`src/rtl/ecm_k_streamer.sv`:
```
// Streams the scalar k to the Montgomery ladder MSB-first, skipping leading zeros and the leading 1.
// Optional one-word read-ahead enabled by defining ECM_K_PREFETCH_EN.
module ecm_k_streamer #(
   parameter int WORD_WIDTH = 32,
   parameter int ADDR_WIDTH = 10,
   parameter int LEN_WIDTH  = 4
) (
   input  logic                  clk,
   input  logic                  rst,
   input  logic                  start,
   input  logic [ADDR_WIDTH-1:0] base_addr,
   input  logic [LEN_WIDTH-1:0]  k_len_words,
   output logic                  busy,
   output logic                  done,
   output logic                  err,
   output logic                  mem_rd_en,
   output logic [ADDR_WIDTH-1:0] mem_addr,
   input  logic [WORD_WIDTH-1:0] mem_rd_data,
   input  logic                  mem_rd_val,
   input  logic                  k_req,
   output logic                  k_val,
   output logic                  k_bit,
   output logic                  k_last
);

   localparam int BC_W = (WORD_WIDTH > 1) ? $clog2(WORD_WIDTH) : 1;
   localparam logic [BC_W-1:0] BC_MAX = BC_W'(WORD_WIDTH - 1);

   typedef enum logic [2:0] {IDLE, RD_REQ, RD_WAIT, SCAN, STREAM, DONE} state_t;

   state_t                  state_q, state_d;
   logic [WORD_WIDTH-1:0]   sr_q, sr_d;
   logic [BC_W-1:0]         bc_q, bc_d;
   logic [LEN_WIDTH-1:0]    wi_q, wi_d;
   logic [ADDR_WIDTH-1:0]   addr_q, addr_d;
   logic                    found_q, found_d;
   logic                    err_q, err_d;
   logic                    rd_en_q, rd_en_d;
   logic                    sr_msb, bc_zero, wi_zero, xfer;

`ifdef ECM_K_PREFETCH_EN
   logic [WORD_WIDTH-1:0]   pf_q, pf_d;
   logic                    pf_full_q, pf_full_d;
   logic                    pf_pend_q, pf_pend_d;
   logic                    pf_issue;
`endif

   assign sr_msb  = sr_q[WORD_WIDTH-1];
   assign bc_zero = (bc_q == '0);
   assign wi_zero = (wi_q == '0);
   assign xfer    = (state_q == STREAM) && k_req;

`ifdef ECM_K_PREFETCH_EN
   // Read ahead only while streaming and never on the cycle that crosses a word boundary.
   assign pf_issue = (state_q == STREAM) && !wi_zero && !pf_full_q && !pf_pend_q &&
                     !(xfer && bc_zero);
`endif

   always_comb begin
      state_d = state_q;
      sr_d    = sr_q;
      bc_d    = bc_q;
      wi_d    = wi_q;
      addr_d  = addr_q;
      found_d = found_q;
      err_d   = err_q;
`ifdef ECM_K_PREFETCH_EN
      pf_d      = pf_q;
      pf_full_d = pf_full_q;
      pf_pend_d = pf_pend_q;
`endif
      case (state_q)
         IDLE: begin
            if (start) begin
               err_d   = 1'b0;
               found_d = 1'b0;
               wi_d    = k_len_words - LEN_WIDTH'(1);
               addr_d  = base_addr + ADDR_WIDTH'(k_len_words) - ADDR_WIDTH'(1);
               if (k_len_words == '0) begin
                  err_d   = 1'b1;
                  state_d = DONE;
               end else begin
                  state_d = RD_REQ;
               end
            end
         end
         RD_REQ: state_d = RD_WAIT;
         RD_WAIT: begin
            if (mem_rd_val) begin
               sr_d    = mem_rd_data;
               bc_d    = BC_MAX;
               state_d = found_q ? STREAM : SCAN;
`ifdef ECM_K_PREFETCH_EN
               pf_pend_d = 1'b0;
`endif
            end
         end
         SCAN: begin
            sr_d = {sr_q[WORD_WIDTH-2:0], 1'b0};
            if (sr_msb) found_d = 1'b1;
            if (bc_zero) begin
               if (wi_zero) begin
                  err_d   = 1'b1;
                  state_d = DONE;
               end else begin
                  wi_d    = wi_q - LEN_WIDTH'(1);
                  addr_d  = addr_q - ADDR_WIDTH'(1);
                  state_d = RD_REQ;
               end
            end else begin
               bc_d = bc_q - BC_W'(1);
               if (sr_msb) state_d = STREAM;
            end
         end
         STREAM: begin
`ifdef ECM_K_PREFETCH_EN
            if (pf_pend_q && mem_rd_val) begin
               pf_d      = mem_rd_data;
               pf_full_d = 1'b1;
               pf_pend_d = 1'b0;
            end
            if (pf_issue) begin
               pf_pend_d = 1'b1;
               addr_d    = addr_q - ADDR_WIDTH'(1);
            end
`endif
            if (xfer) begin
               sr_d = {sr_q[WORD_WIDTH-2:0], 1'b0};
               if (bc_zero && wi_zero) begin
                  state_d = DONE;
               end else if (bc_zero) begin
                  wi_d = wi_q - LEN_WIDTH'(1);
`ifdef ECM_K_PREFETCH_EN
                  if (pf_full_q) begin
                     sr_d      = pf_q;
                     bc_d      = BC_MAX;
                     pf_full_d = 1'b0;
                  end else if (pf_pend_q && mem_rd_val) begin
                     sr_d      = mem_rd_data;
                     bc_d      = BC_MAX;
                     pf_full_d = 1'b0;
                  end else if (pf_pend_q) begin
                     state_d = RD_WAIT;
                  end else begin
                     addr_d  = addr_q - ADDR_WIDTH'(1);
                     state_d = RD_REQ;
                  end
`else
                  addr_d  = addr_q - ADDR_WIDTH'(1);
                  state_d = RD_REQ;
`endif
               end else begin
                  bc_d = bc_q - BC_W'(1);
               end
            end
         end
         DONE:    state_d = IDLE;
         default: state_d = IDLE;
      endcase
`ifdef ECM_K_PREFETCH_EN
      rd_en_d = (state_d == RD_REQ) || pf_issue;
`else
      rd_en_d = (state_d == RD_REQ);
`endif
   end

   always_ff @(posedge clk) begin
      if (rst) begin
         state_q <= IDLE;
         bc_q    <= '0;
         wi_q    <= '0;
         addr_q  <= '0;
         found_q <= 1'b0;
         err_q   <= 1'b0;
         rd_en_q <= 1'b0;
`ifdef ECM_K_PREFETCH_EN
         pf_full_q <= 1'b0;
         pf_pend_q <= 1'b0;
`endif
      end else begin
         state_q <= state_d;
         bc_q    <= bc_d;
         wi_q    <= wi_d;
         addr_q  <= addr_d;
         found_q <= found_d;
         err_q   <= err_d;
         rd_en_q <= rd_en_d;
`ifdef ECM_K_PREFETCH_EN
         pf_full_q <= pf_full_d;
         pf_pend_q <= pf_pend_d;
`endif
      end
      sr_q <= sr_d;
`ifdef ECM_K_PREFETCH_EN
      pf_q <= pf_d;
`endif
   end

   // Data-path bits are gated so every output reads 0 outside STREAM.
   assign busy      = (state_q != IDLE) && (state_q != DONE);
   assign done      = (state_q == DONE);
   assign err       = err_q;
   assign mem_rd_en = rd_en_q;
   assign mem_addr  = addr_q;
   assign k_val     = (state_q == STREAM);
   assign k_bit     = k_val && sr_msb;
   assign k_last    = k_val && bc_zero && wi_zero;

endmodule

```
`config.mk`:
```
export PLATFORM = sky130hd
export DESIGN_NAME = ecm_k_streamer
export DESIGN_NICKNAME = d
export VERILOG_FILES = /design/src/rtl/ecm_k_streamer.sv
export SDC_FILE = /design/constraint.sdc
export NUM_CORES = 1
export LEC_CHECK = 0
export CAP_MARGIN = 20
export CORE_MARGIN = 2
export CORE_UTILIZATION = 40
export DETAILED_ROUTE_END_ITERATION = 12
export PLACE_DENSITY_LB_ADDON = 0.1
export SETUP_SLACK_MARGIN = 0.15
export SLEW_MARGIN = 5
export SYNTH_ARGS = -nofsm -noshare
export SYNTH_HDL_FRONTEND = slang
export SYNTH_SLANG_ARGS = --single-unit
```
`constraint.sdc`:
```
create_clock -name clk -period 8.5 [get_ports clk]
set_input_delay 2.55 -clock clk [delete_from_list [all_inputs] [get_ports clk]]
set_output_delay 2.55 -clock clk [all_outputs]
set_load 0.01 [all_outputs]
```
==> out/metrics.csv <==
stage,metric,value,unit
final_layout,nets,532,
drt,drt drc,0,
floorplanning,die area,9340,µm²
synthesis,largest family of logic cells by synthesized area,simple AND/OR/NAND/NOR gates,
drt,via count,2966,
floorplanning,Initial Util,41.6,%
global_routing,total gr overflow,0,
synthesis,area share of fa/ha/maj cells after synthesis,6.42,%
synthesis,Post-synth EDFFs,32,
global_routing,Total GRT Usage,18.2,%
synthesis,sequential share of the synthesized area,42.6,%
sta,WHS,0.476,ns
final_layout,layout cells sized above 1,5.97,%
floorplanning,core region area,8260,µm²
sta,fmax,205,MHz
synthesis,syn_area_per_cell,8.56,µm²
clock_network,H-tree depth,3,
pwr,static leakage,0.00179,µW
drt,Final ANT Viol Nets,0,
worst_setup_path,CP startpoint,state_q[2],
clock_network,Setup Buffers After CTS,0,
clock_network,root buffer cell,clkbuf_8,
worst_setup_path,"Req. time, crit path",5.95,ns
min_path,HP Class,reg -> reg,
worst_setup_path,Startpoint Class,flop,
sta,setup TNS,0,ns
final_layout,FILL cells,806,
clock_network,CTS tree,done,
synthesis,ys flop type,edfxtp_1,
clock_network,Sink Count,57,
pwr,internal power component,615,µW
drt,mean number of vias per cell,5.17,
run_status,run status,completed,
synthesis,simple-gate share of the synthesized area,26.9,%
synthesis,Post-Synthesis Cells,401,
pwr,Sw Share,31.7,%
clock_network,latest clock arrival within the worst-skew pair,0.34,ns
sta,Max Slew Vio Count,0,
synthesis,fraction of registers with async set/reset,0,%
global_routing,largest net degree at the start of global routing,48,
synthesis,Synthesized Nets,469,
worst_setup_path,critical path data arrival time,2.33,ns
drt,total iterations of the first detailed-routing run,4,
clock_network,Max clock buf depth,2,
sta,Fin. Hold Viols,0,
drt,Initial DRC Count,101,
pwr,clock share of power,31.8,%
job,Max-Cap Viols,0,
drt,final wirelength,8170,µm
final_layout,# diodes,0,
clock_network,number of buffers created by CTS,9,
synthesis,Synth Register Bits,57,
floorplanning,Die Y,96.6,µm
pwr,sequential power share,39.4,%
synthesis,mux contribution to synthesized area,0.875,%
pwr,Comb pwr share,28.8,%
floorplanning,num ports,68,
clock_network,CTS Hold Buffers Added,0,
min_path,hold path start,err,
worst_setup_path,CP endpoint kind,primary output,
global_routing,global-route wire length before repair,14000,µm
placement,Detailed Place HPWL,5710,µm
sta,Rel. slew slack,34.0,%
pwr,Design Power,900,µW
pwr,power density cells,204,nW/µm²
global_routing,vias in the first global route,2923,
sta,unrepaired setup endpoints after global routing,no,
synthesis,Yosys warnings,0,
floorplanning,num rows,33,
pwr,Switching Power,285,µW
worst_setup_path,Crit Reg-Reg Startpoint,state_q[2],
synthesis,Synth Area in Compound Gates,15.3,%
worst_setup_path,kind of critical path,reg -> out,
clock_network,CTS resizes,0,
final_layout,Syn-to-layout area delta,28.4,%
drt,routed length per instance,14.2,µm
synthesis,Netlist Area Pre-Place,3430,µm²
sta,setup violators final,0,
sta,Setup Skew,0.0132,ns
final_layout,Finished Core Util,53.4,%
sta,Worst-Margin Slew,0.989,ns
floorplanning,chip width,96.6,µm
placement,I/O Buffers,67,
placement,Final GP Congestion,0.824,
pwr,VDD IR max,94.8,µV
global_routing,initial antenna violation count,0,
worst_setup_path,"Max FO, Critical Path",12,
synthesis,Netlist cell types,62,
clock_network,clk slew on worst S/H paths,0.06,ns
synthesis,xor and xnor area share after synthesis,2.04,%
sta,Final Cycle Share,57.4,%
sta,Final min period,4.88,ns
-- power by group through the flow --
| stage | sequential, µW | combinational (µW) | clock [µW] |
|---|---|---|---|
| finish | 355 | 259 | 286 |
| global route | 359 | 291 | 302 |
| CTS | 354 | 259 | 290 |
| detailed placement | 360 | 257 | 0 |
| global placement | 360 | 254 | 0 |
| floorplan | 355 | 170 | 0 |
-- final cells by class --
type | count | area, µm² | area share (%)
clock buffers | 11 | 141 | 3.21
flip-flops and latches | 57 | 1460 | 33.2
repair buffers | 68 | 698 | 15.8
clock inverters | 5 | 80.1 | 1.82
well taps | 105 | 131 | 2.98
inverters | 28 | 118 | 2.67
multi-input cells | 300 | 1780 | 40.3
-- routing by layer --
metal	track usage, %	vias up	routed length (µm)
li1	-	1534	-
met5	0	-	0
met3	4.70	7	387
met2	29.3	67	3840
met1	24.0	1358	3860
met4	5.74	0	78
-- logic make-up (layout without fill, tap and decap cells) --
family                     count (synthesis)  in the layout
and+or+nand+nor                          195            195
muxes                                      3              3
AOI/OAI and AO/OA                         77             77
buffers and inverters                     44            112
xor gates and xnor gates                   8              8
DFF                                       57             57
adders and majority gates                 17             17
-- through the flow --
stage | setup WS, ns | instances | cell area (µm²)
floorplan | 4.05 | 401 | 3430
global route | 3.46 | 574 | 4410
CTS | 3.58 | 573 | 4380
global placement | 3.39 | 557 | 4160
finish | 3.62 | 574 | 4410
detailed placement | 3.34 | 557 | 4160
-- flip-flops by register name, summed over array words and instances (netlist names) --
name and flops:
bc_q 5, err 1, found_q 1, mem_addr 10, mem_rd_en 1, sr_q 32
state_q 3, wi_q 4
-- placed cells by master (no fill, tap or decap), types with 3 or more instances in the layout --
master | netlist | final
nor3_1 | 13 | 13
clkbuf_8 | 0 | 10
a31oi_1 | 6 | 6
inv_1 | 27 | 27
a211oi_1 | 7 | 7
nand4_1 | 4 | 4
nor2_1 | 26 | 25
xor2_1 | 5 | 5
nand3b_1 | 4 | 4
and3_1 | 3 | 3
a21oi_1 | 21 | 21
ha_1 | 16 | 16
nand2_1 | 107 | 107
nand3_1 | 7 | 7
o21ai_0 | 12 | 12
edfxtp_1 | 32 | 32
xnor2_1 | 3 | 3
and2_1 | 4 | 4
dfxtp_1 | 25 | 25
mux2i_1 | 3 | 3
clkdlybuf4s50_1 | 0 | 67
a21o_1 | 8 | 8
nand2b_1 | 7 | 7
-- path summary, 6_finish.rpt --
kind	depth (start not counted)	slack (ns)	to
min	2	0.48	err
max	3	3.62	k_last
min reg2reg	2	0.48	err
max reg2reg	7	5.49	wi_q[2]
-- cells in the mapped netlist, drive strengths merged (4+ instances only) --
cell    count  area, µm²
a21oi      22        114
a31oi       6       37.5
nand2     108        408
nand2b      7       43.8
nor3       13       65.1
inv        27        101
ha         16        200
nand3b      4       30.0
dfxtp      25        500
a21o        8       60.1
nand4       4       25.0
edfxtp     32        961
buf        13       71.3
o21ai      15       90.1
nor2       26       97.6
and2        5       31.3
nand3       8       52.6
xor2        5       43.8
a211oi      7       52.6
-- worst max-delay path, cell delays in order (launching register included) --
cell             delay [ns]
dfxtp_1                0.53
or3b_1                 0.60
nor3_1                 0.29
clkdlybuf4s50_1        0.59
Power figures use the tool's default switching activity.
